--- src/rtl/off_board_arbiter.sv ---
// ============================================================================
// off_board_arbiter : round-robin framing arbiter onto a 32-bit off-board link
// Revision 1.0
// ============================================================================
`default_nettype none

module off_board_arbiter #(
  parameter int         NUM_REQ   = 4,
  parameter int         MAX_BURST = 16,
  parameter logic [7:0] HDR_TAG   = 8'hB0
) (
  input  logic                 clk,
  input  logic                 reset_n,
  input  logic [NUM_REQ*32-1:0] t_data,
  input  logic [NUM_REQ-1:0]   t_valid,
  input  logic [NUM_REQ-1:0]   t_last,
  output logic [NUM_REQ-1:0]   t_ready,
  output logic [31:0]          i0_data,
  output logic                 i0_valid,
  output logic                 i0_last,
  input  logic                 i0_ready,
  output logic [3:0]           grant_id,
  output logic                 busy
);

  localparam int BW = (MAX_BURST > 1) ? $clog2(MAX_BURST) : 1;

  typedef enum logic [1:0] {
    S_IDLE   = 2'd0,
    S_HEADER = 2'd1,
    S_DATA   = 2'd2
  } state_t;

  state_t        state_q, state_d;
  logic [3:0]    last_grant_q, last_grant_d;
  logic [3:0]    grant_q, grant_d;
  logic [BW-1:0] beat_q, beat_d;
  logic [31:0]   data_q, data_d;
  logic          valid_q, valid_d;
  logic          last_q, last_d;

  logic          slot_free;
  logic          g_valid, g_last;
  logic [31:0]   g_data;
  logic          any_req;
  logic [3:0]    pick;
  logic          burst_end;

  assign slot_free = !valid_q || i0_ready;

  // Mux the granted requester's stream out of the packed input buses.
  always_comb begin
    g_valid = 1'b0;
    g_last  = 1'b0;
    g_data  = '0;
    for (int i = 0; i < NUM_REQ; i++) begin
      if (grant_q == 4'(i)) begin
        g_valid = t_valid[i];
        g_last  = t_last[i];
        g_data  = t_data[i*32 +: 32];
      end
    end
  end

  // Round-robin pick: lowest valid index above last_grant, else lowest overall.
  always_comb begin
    logic       found_hi;
    logic       found_lo;
    logic [3:0] pick_hi;
    logic [3:0] pick_lo;
    found_hi = 1'b0;
    found_lo = 1'b0;
    pick_hi  = '0;
    pick_lo  = '0;
    for (int i = NUM_REQ - 1; i >= 0; i--) begin
      if (t_valid[i]) begin
        if (4'(i) > last_grant_q) begin
          found_hi = 1'b1;
          pick_hi  = 4'(i);
        end else begin
          found_lo = 1'b1;
          pick_lo  = 4'(i);
        end
      end
    end
    any_req = found_hi || found_lo;
    pick    = found_hi ? pick_hi : pick_lo;
  end

  always_comb begin
    t_ready = '0;
    if (state_q == S_DATA) begin
      for (int i = 0; i < NUM_REQ; i++) begin
        if (grant_q == 4'(i)) t_ready[i] = slot_free;
      end
    end
  end

  assign burst_end = g_last || (beat_q == BW'(MAX_BURST - 1));

  always_comb begin
    state_d      = state_q;
    last_grant_d = last_grant_q;
    grant_d      = grant_q;
    beat_d       = beat_q;
    data_d       = data_q;
    last_d       = last_q;
    // An accepted word leaves the slot unless something new is loaded below.
    valid_d      = slot_free ? 1'b0 : valid_q;

    case (state_q)
      S_IDLE: begin
        if (any_req) begin
          grant_d = pick;
          state_d = S_HEADER;
        end
      end
      S_HEADER: begin
        if (slot_free) begin
          data_d  = {HDR_TAG, 4'h0, grant_q, 16'h0000};
          valid_d = 1'b1;
          last_d  = 1'b0;
          beat_d  = '0;
          state_d = S_DATA;
        end
      end
      S_DATA: begin
        if (slot_free && g_valid) begin
          data_d  = g_data;
          valid_d = 1'b1;
          last_d  = burst_end;
          beat_d  = beat_q + BW'(1);
          if (burst_end) begin
            last_grant_d = grant_q;
            state_d      = S_IDLE;
          end
        end
      end
      default: state_d = S_IDLE;
    endcase
  end

  always_ff @(posedge clk or negedge reset_n) begin
    if (!reset_n) begin
      state_q      <= S_IDLE;
      last_grant_q <= 4'(NUM_REQ - 1);
      grant_q      <= '0;
      beat_q       <= '0;
      data_q       <= '0;
      valid_q      <= 1'b0;
      last_q       <= 1'b0;
    end else begin
      state_q      <= state_d;
      last_grant_q <= last_grant_d;
      grant_q      <= grant_d;
      beat_q       <= beat_d;
      data_q       <= data_d;
      valid_q      <= valid_d;
      last_q       <= last_d;
    end
  end

  assign i0_data  = data_q;
  assign i0_valid = valid_q;
  assign i0_last  = last_q;
  assign grant_id = grant_q;
  assign busy     = (state_q != S_IDLE);

endmodule

`default_nettype wire

--- config.mk ---
export PLATFORM = sky130hd
export DESIGN_NAME = off_board_arbiter
export DESIGN_NICKNAME = d
export VERILOG_FILES = /design/src/rtl/off_board_arbiter.sv
export SDC_FILE = /design/constraint.sdc
export NUM_CORES = 1
export LEC_CHECK = 0
export CAP_MARGIN = 20
export CORE_ASPECT_RATIO = 1.2
export CORE_UTILIZATION = 38
export CTS_CLUSTER_DIAMETER = 40
export DETAILED_ROUTE_END_ITERATION = 10
export MAX_ROUTING_LAYER = met4
export PLACE_DENSITY = 0.82
export SLEW_MARGIN = 0
export SYNTH_ARGS = -nofsm -noshare
export SYNTH_HDL_FRONTEND = slang
export SYNTH_SLANG_ARGS = --single-unit
--- constraint.sdc ---
create_clock -name clk -period 2.74 [get_ports clk]
set_clock_uncertainty 0.1 [all_clocks]
set_input_delay 0.548 -clock clk [delete_from_list [all_inputs] [get_ports clk]]
set_output_delay 0.548 -clock clk [all_outputs]
set_load 0.1 [all_outputs]
**Word level (Yosys, flattened, before mapping)**

Index checks and enable logic that the tools add are counted.

- Add/sub/neg operators: 1
- $lt $le $gt $ge: 4
- Equality and inequality tests: 10
- Mux-type cells: 68
- Reductions and logical operators: 13

Operators by type and width:

| operator | count |
|---|---|
| $mux 32 | 6 |
| $mux 4 | 16 |
| $pmux 32 s2 | 1 |
| $mux 1 | 33 |
| $mux 2 | 8 |
| $eq 4x2->1 const B | 2 |
| $gt 1x4->1 const A | 2 |
| $gt 2x4->1 const A | 2 |
| $pmux 4 s2 | 1 |
| $ne 2x2->1 const B | 3 |
| $pmux 2 s3 | 1 |
| $reduce_and 3->1 | 2 |
| $add 4x1->4 const B | 1 |
| $eq 4x1->1 const B | 1 |
| $eq 4x4->1 const B | 1 |
| $logic_not 4->1 | 1 |
| $pmux 1 s2 | 2 |
| $reduce_and 4->1 | 1 |
| $reduce_bool 2->1 | 2 |
| $logic_or 1x1->1 | 3 |
| $eq 2x1->1 const B | 1 |
| $eq 2x2->1 const B | 1 |
| $logic_not 2->1 | 1 |
| $ne 2x1->1 const B | 1 |
| other kinds (3) | 3 |

- Register bits: 48
- Input bits: 139

**Logic depth before layout (Yosys ltp)**

Gate-level depths: netlist of run 1.

- Depth in word-level cells: 12
- Gate-level depth with buffers: 7

**Worst setup path after synthesis of run 1**

Ideal clock, no wire load.

- Path type: register to output
- Start point: register grant_q[1], in the netlist grant_id[1]
- End point: output port t_ready[2]
- Arrival time: 3.821 ns
- Path slack: -1.729 ns
- Stages on the path, launching flop included: 5
- Path through: dfrtp_1 -> buf_2 -> buf_1 -> inv_1 -> nor3_1

- Longest elaborated chain between the ends: 3

Ends and longest elaborated chain:

| what | line | source |
|---|---|---|
| from (decl) | 36 | `logic [3:0] grant_q, grant_d;` |
| from (signal assigned) | 155 | `grant_q <= grant_d;` |
| $eq 4x2->1 | 94 | `if (grant_q == 4'(i)) t_ready[i] = slot_free;` |
| $mux 1 | 94 |  |
| $mux 4 | 92 | `if (state_q == S_DATA) begin` |
| to (decl) | 17 | `output logic [NUM_REQ-1:0] t_ready,` |

No other way between the ends.

**Worst setup path in the final report of run 1**

- Start point: register grant_q[0], in the netlist grant_id[0]
- End point: output port t_ready[1]

- Longest elaborated chain between the ends: 3

Ends and longest elaborated chain:

| what | line |
|---|---|
| $eq 4x1->1 | 94 |
| $mux 1 | 94 |
| $mux 4 | 92 |

No other way between the ends.

==> report_table.html, run 1 <==
<table>
<tr><th>Metric</th><th>Value</th></tr>
<tr><th colspan="2">Pwr</th></tr>
<tr><td>VDD IR-drop max</td><td>0.992 mV</td></tr>
<tr><td>Clock network fraction of design power</td><td>0.103</td></tr>
<tr><td>Net load switching power</td><td>2.49 mW</td></tr>
<tr><td>Leakage dissipation</td><td>2.12 nW</td></tr>
<tr><td>Switching part of the total</td><td>0.523</td></tr>
<tr><td>Cell internal pwr</td><td>2.28 mW</td></tr>
<tr><td>Power per cell area</td><td>966 nW/um^2</td></tr>
<tr><td>Relative contribution of combinational cells to total power</td><td>0.670</td></tr>
<tr><td>Sequential share of power</td><td>0.227</td></tr>
<tr><th colspan="2">GRT</th></tr>
<tr><td>Global-route met3 utilization</td><td>0.0306</td></tr>
<tr><td>Antenna violations before repair</td><td>0</td></tr>
<tr><td>Global-route wire length before repair</td><td>14200 um</td></tr>
<tr><td>Most Crowded Layer GR</td><td>met2</td></tr>
<tr><td>Met2 demand-to-capacity share in global routing</td><td>0.428</td></tr>
<tr><td>Number of global-route vias before repair</td><td>3072</td></tr>
<tr><td>Fraction of met1 tracks used by global routing</td><td>0.259</td></tr>
<tr><td>Total overflow reported by the global router</td><td>0</td></tr>
<tr><td>Global Route Usage Sum</td><td>0.237</td></tr>
<tr><td>Maximum number of pins on one net before global-route repair</td><td>45</td></tr>
<tr><th colspan="2">Clock tree</th></tr>
<tr><td>Num CTS Buffers</td><td>5</td></tr>
<tr><td>Buffers inserted during post-CTS setup optimization</td><td>0</td></tr>
<tr><td>Clock H-tree levels</td><td>2</td></tr>
<tr><td>TritonCTS clock tree</td><td>built</td></tr>
<tr><td>Root Buffer Master</td><td>clkbuf_8</td></tr>
<tr><td>Post-CTS Hold Buffers</td><td>0</td></tr>
<tr><td>Clock network latency to the later pin of the worst-skew pair</td><td>0.29 ns</td></tr>
<tr><td>Clock Sinks</td><td>44</td></tr>
<tr><td>Clock slew at reported path FFs</td><td>0.09 ns</td></tr>
<tr><td>Number of gates resized after cts</td><td>0</td></tr>
<tr><td>Number of buffers on the longest clock path</td><td>2</td></tr>
<tr><th colspan="2">Setup path</th></tr>
<tr><td>Max incr delay on CP</td><td>0.64 ns</td></tr>
<tr><td>Worst reg2reg setup slack</td><td>0.53 ns</td></tr>
<tr><td>Master of the slowest instance on the critical path</td><td>dfrtp_4</td></tr>
<tr><td>Startpoint of the lowest-slack register-to-register path</td><td>grant_id[0]</td></tr>
<tr><td>Top Family by Delay on Critical Path</td><td>flip-flops</td></tr>
<tr><td>Endpoint required time on the critical path</td><td>2.09 ns</td></tr>
<tr><td>WP buf/inv</td><td>2</td></tr>
<tr><td>Crit start category</td><td>register</td></tr>
<tr><td>Worst EP arrival</td><td>1.92 ns</td></tr>
<tr><td>Worst Path Max Fanout</td><td>17</td></tr>
<tr><td>Worst reg2reg path depth</td><td>5</td></tr>
<tr><td>Critical register-to-register path endpoint</td><td>i0_data[5]</td></tr>
<tr><td>Kind of capture point of the worst setup path</td><td>primary output</td></tr>
<tr><td>Cells traversed along the worst timing path</td><td>buf_4 &gt; nand3_1 &gt; nor2_4 &gt; buf_12</td></tr>
<tr><td>Crit path kind</td><td>reg -&gt; out</td></tr>
<tr><th colspan="2">Yosys</th></tr>
<tr><td>Post-synthesis async set-or-reset flop share</td><td>1.00</td></tr>
<tr><td>Post-Synth Adder-Cell Area</td><td>0.0211</td></tr>
<tr><td>Top-area cell type share of the netlist area</td><td>0.355</td></tr>
<tr><td>Top cell type by total area after synthesis</td><td>dfrtp_1</td></tr>
<tr><td>Ys flop type</td><td>dfrtp_1</td></tr>
<tr><td>Number of distinct library cells after synthesis</td><td>38</td></tr>
<tr><td>Top area cells in the synthesized netlist</td><td>dfrtp_1, mux4_2, nand4_1, o21ai_0, nand2_1</td></tr>
<tr><td>Main combinational cell family by area after synthesis</td><td>multiplexers</td></tr>
<tr><td>Total number of yosys warnings</td><td>0</td></tr>
<tr><td>Cell Area, Synth</td><td>2960 um^2</td></tr>
<tr><td>Xor-xnor portion of the synthesized cell area</td><td>0</td></tr>
<tr><td>Synthesized-area fraction occupied by and/or/nand/nor cells</td><td>0.154</td></tr>
<tr><td>Proportion of synthesized chip area in sequential cells</td><td>0.372</td></tr>
<tr><td>Share of synthesized area spent on multiplexers</td><td>0.306</td></tr>
<tr><td>Synth Area in Compound Gates</td><td>0.0912</td></tr>
<tr><td>Post-synth EDFFs</td><td>0</td></tr>
<tr><td>Mapped Cells</td><td>267</td></tr>
<tr><td>Mean instance size in the synthesized netlist</td><td>11.1 um^2</td></tr>
<tr><td>Number of synthesized register bits</td><td>44</td></tr>
<tr><th colspan="2">Hold path</th></tr>
<tr><td>Classification of the worst-slack hold path</td><td>in -&gt; async</td></tr>
<tr><th colspan="2">Timing</th></tr>
<tr><td>Final setup violating endpoints</td><td>0</td></tr>
<tr><td>Share of the clock period used by the worst path after layout</td><td>0.936</td></tr>
<tr><td>Upper clock frequency limit</td><td>0.390 GHz</td></tr>
<tr><td>Max Slew Vio Count</td><td>0</td></tr>
<tr><td>Final TNS setup</td><td>0 ns</td></tr>
<tr><td>Min Tclk post-route</td><td>2.56 ns</td></tr>
<tr><td>RSZ-0062 raised after global routing</td><td>no</td></tr>
<tr><td>Number of hold violations in the final report</td><td>0</td></tr>
<tr><th colspan="2">Finish</th></tr>
<tr><td>Fraction of layout cells with a size suffix above 1</td><td>0.267</td></tr>
<tr><td>Diode insertion count for antenna repair</td><td>0</td></tr>
<tr><td>Commonest cells after routing, fill and taps aside</td><td>clkdlybuf4s50_1, buf_4, dfrtp_1</td></tr>
<tr><td>Most common cell after layout, fill and taps aside</td><td>clkdlybuf4s50_1</td></tr>
<tr><td>Number of nets in the layout</td><td>581</td></tr>
<tr><td>Utilization after layout</td><td>0.666</td></tr>
<tr><td>Area Growth Syn to Fin</td><td>66.5%</td></tr>
<tr><th colspan="2">Route</th></tr>
<tr><td>Number of DRC violations after detailed routing</td><td>0</td></tr>
<tr><td>Via/cell ratio</td><td>5.59</td></tr>
<tr><td>Overall via count from detail_route</td><td>2954</td></tr>
<tr><td>Antenna-violating nets left</td><td>0</td></tr>
<tr><td>Number of iterations in the first detailed-routing pass</td><td>4</td></tr>
<tr><td>Aggregate routed wire length</td><td>9000 um</td></tr>
<tr><td>Detailed Route Iter0 Violations</td><td>147</td></tr>
<tr><td>Post-detailed-route wirelength per cell</td><td>17.1 um</td></tr>
<tr><th colspan="2">Run</th></tr>
<tr><td>MaxCap Viol Count</td><td>0</td></tr>
<tr><th colspan="2">Place</th></tr>
<tr><td>Placed wire-length estimate after detailed placement</td><td>7100 um</td></tr>
<tr><td>Final GP Congestion</td><td>0.766</td></tr>
<tr><td>Number of port buffers</td><td>179</td></tr>
<tr><th colspan="2">Die</th></tr>
<tr><td>Count of standard-cell rows</td><td>34</td></tr>
<tr><td>Count of boundary I/O pins</td><td>182</td></tr>
<tr><td>Effective utilization at floorplan</td><td>0.400</td></tr>
<tr><td>Die ar.</td><td>8160 um^2</td></tr>
<tr><td>Core region area</td><td>7400 um^2</td></tr>
<tr><td>Floorplan die width</td><td>82.6 um</td></tr>
<tr><td>Vertical extent of the die</td><td>98.7 um</td></tr>
<tr><th colspan="2">Status</th></tr>
<tr><td>Outcome</td><td>finished clean</td></tr>
</table>
==> logic make-up (layout without fill, tap and decap cells) <==
kind of cell | Yosys count | count (layout)
adder cells (fa/ha/maj) | 5 | 5
buffers and inverters | 34 | 204
AND/OR/NAND/NOR | 89 | 89
multiplexers | 47 | 47
AO/OA/AOI/OAI | 47 | 47
flip-flops | 44 | 44
other | 1 | 2
==> layer usage <==
layer / share of wire / up-vias
li1: - / 1358
met1: 0.36 / 1454
met2: 0.57 / 128
met3: 0.050 / 14
met4: 0.017 / 0
met5: 0 / -
==> power groups by stage <==
stage / clock network (mW) / logic, mW / registers [mW]
floorplan: 0 / 1.56 / 1.91
global placement: 0 / 3.16 / 1.08
detailed placement: 0 / 3.21 / 1.10
CTS: 0.502 / 3.21 / 1.09
global route: 0.526 / 3.37 / 1.12
finish: 0.493 / 3.19 / 1.08
==> worst register-to-register path, cell delays in order (launching register included) <==
cell	delay (ns)
dfrtp_4	0.64
buf_4	0.35
buf_4	0.30
mux4_2	0.55
nand4_1	0.11
nand2_1	0.06
==> cell type report <==
type                       count  area, um^2
timing repair buffer         191        1840
clock inverter                 2        35.0
tap                           90         113
multi-input combinational    190        1750
inverter                       5        18.8
fill                         590        2470
sequential                    44        1110
clock buffer                   6        72.6
==> sequential cells by signal (all words and copies together), names as in the netlist <==
register / count
grant_id: 2
state_q: 2
i0_last: 1
i0_valid: 1
last_grant_q: 2
beat_q: 4
i0_data: 32
==> metrics by stage <==
step / hold WS, ns / total power, mW / instance area [um^2] / worst slack, ns / instances
final: 0.110 / 4.77 / 4930 / 0.176 / 528
after global routing: 0.142 / 5.02 / 4930 / 0.0283 / 528
after CTS: 0.119 / 4.80 / 4930 / 0.115 / 528
after detailed placement: 0.392 / 4.31 / 4830 / 0.175 / 520
after global placement: 0.376 / 4.24 / 4830 / 0.190 / 520
after floorplan: 0.152 / 3.48 / 3020 / 0.0205 / 268
==> worst max path at each step <==
stage	from	end	slack [ns]	cells after the start
2_1_floorplan	i0_valid	t_ready[2]	0.02	5
3_3_place_gp	i0_ready	t_ready[2]	0.19	5
3_5_place_dp	t_valid[3]	state_q[1]	0.18	5
4_1_cts	grant_id[0]	t_ready[1]	0.12	4
5_1_grt	grant_id[0]	t_ready[1]	0.03	4
6_report	grant_id[0]	t_ready[1]	0.18	4
==> cell usage after synthesis, types with 2 or more instances <==
cell	instances
dfrtp_1	42
nand2_1	38
mux4_2	33
o21ai_0	31
nand4_1	29
clkbuf_1	12
mux2_2	9
buf_2	8
nand2b_1	6
ha_1	5
inv_1	5
buf_1	4
buf_4	4
mux2i_1	4
a21oi_1	3
a22o_1	3
nand3_1	3
nor2_1	3
o21ai_1	3
dfstp_2	2
nor2b_1	2
nor3_1	2
Note: power is estimated with default switching activity, not from simulation.
==> run 2, diff against run 1 <==
- GPL_TIMING_DRIVEN: default -> 1
==> results of run 2 <==
Final layout, timing and power as in run 1 (identical DEF).
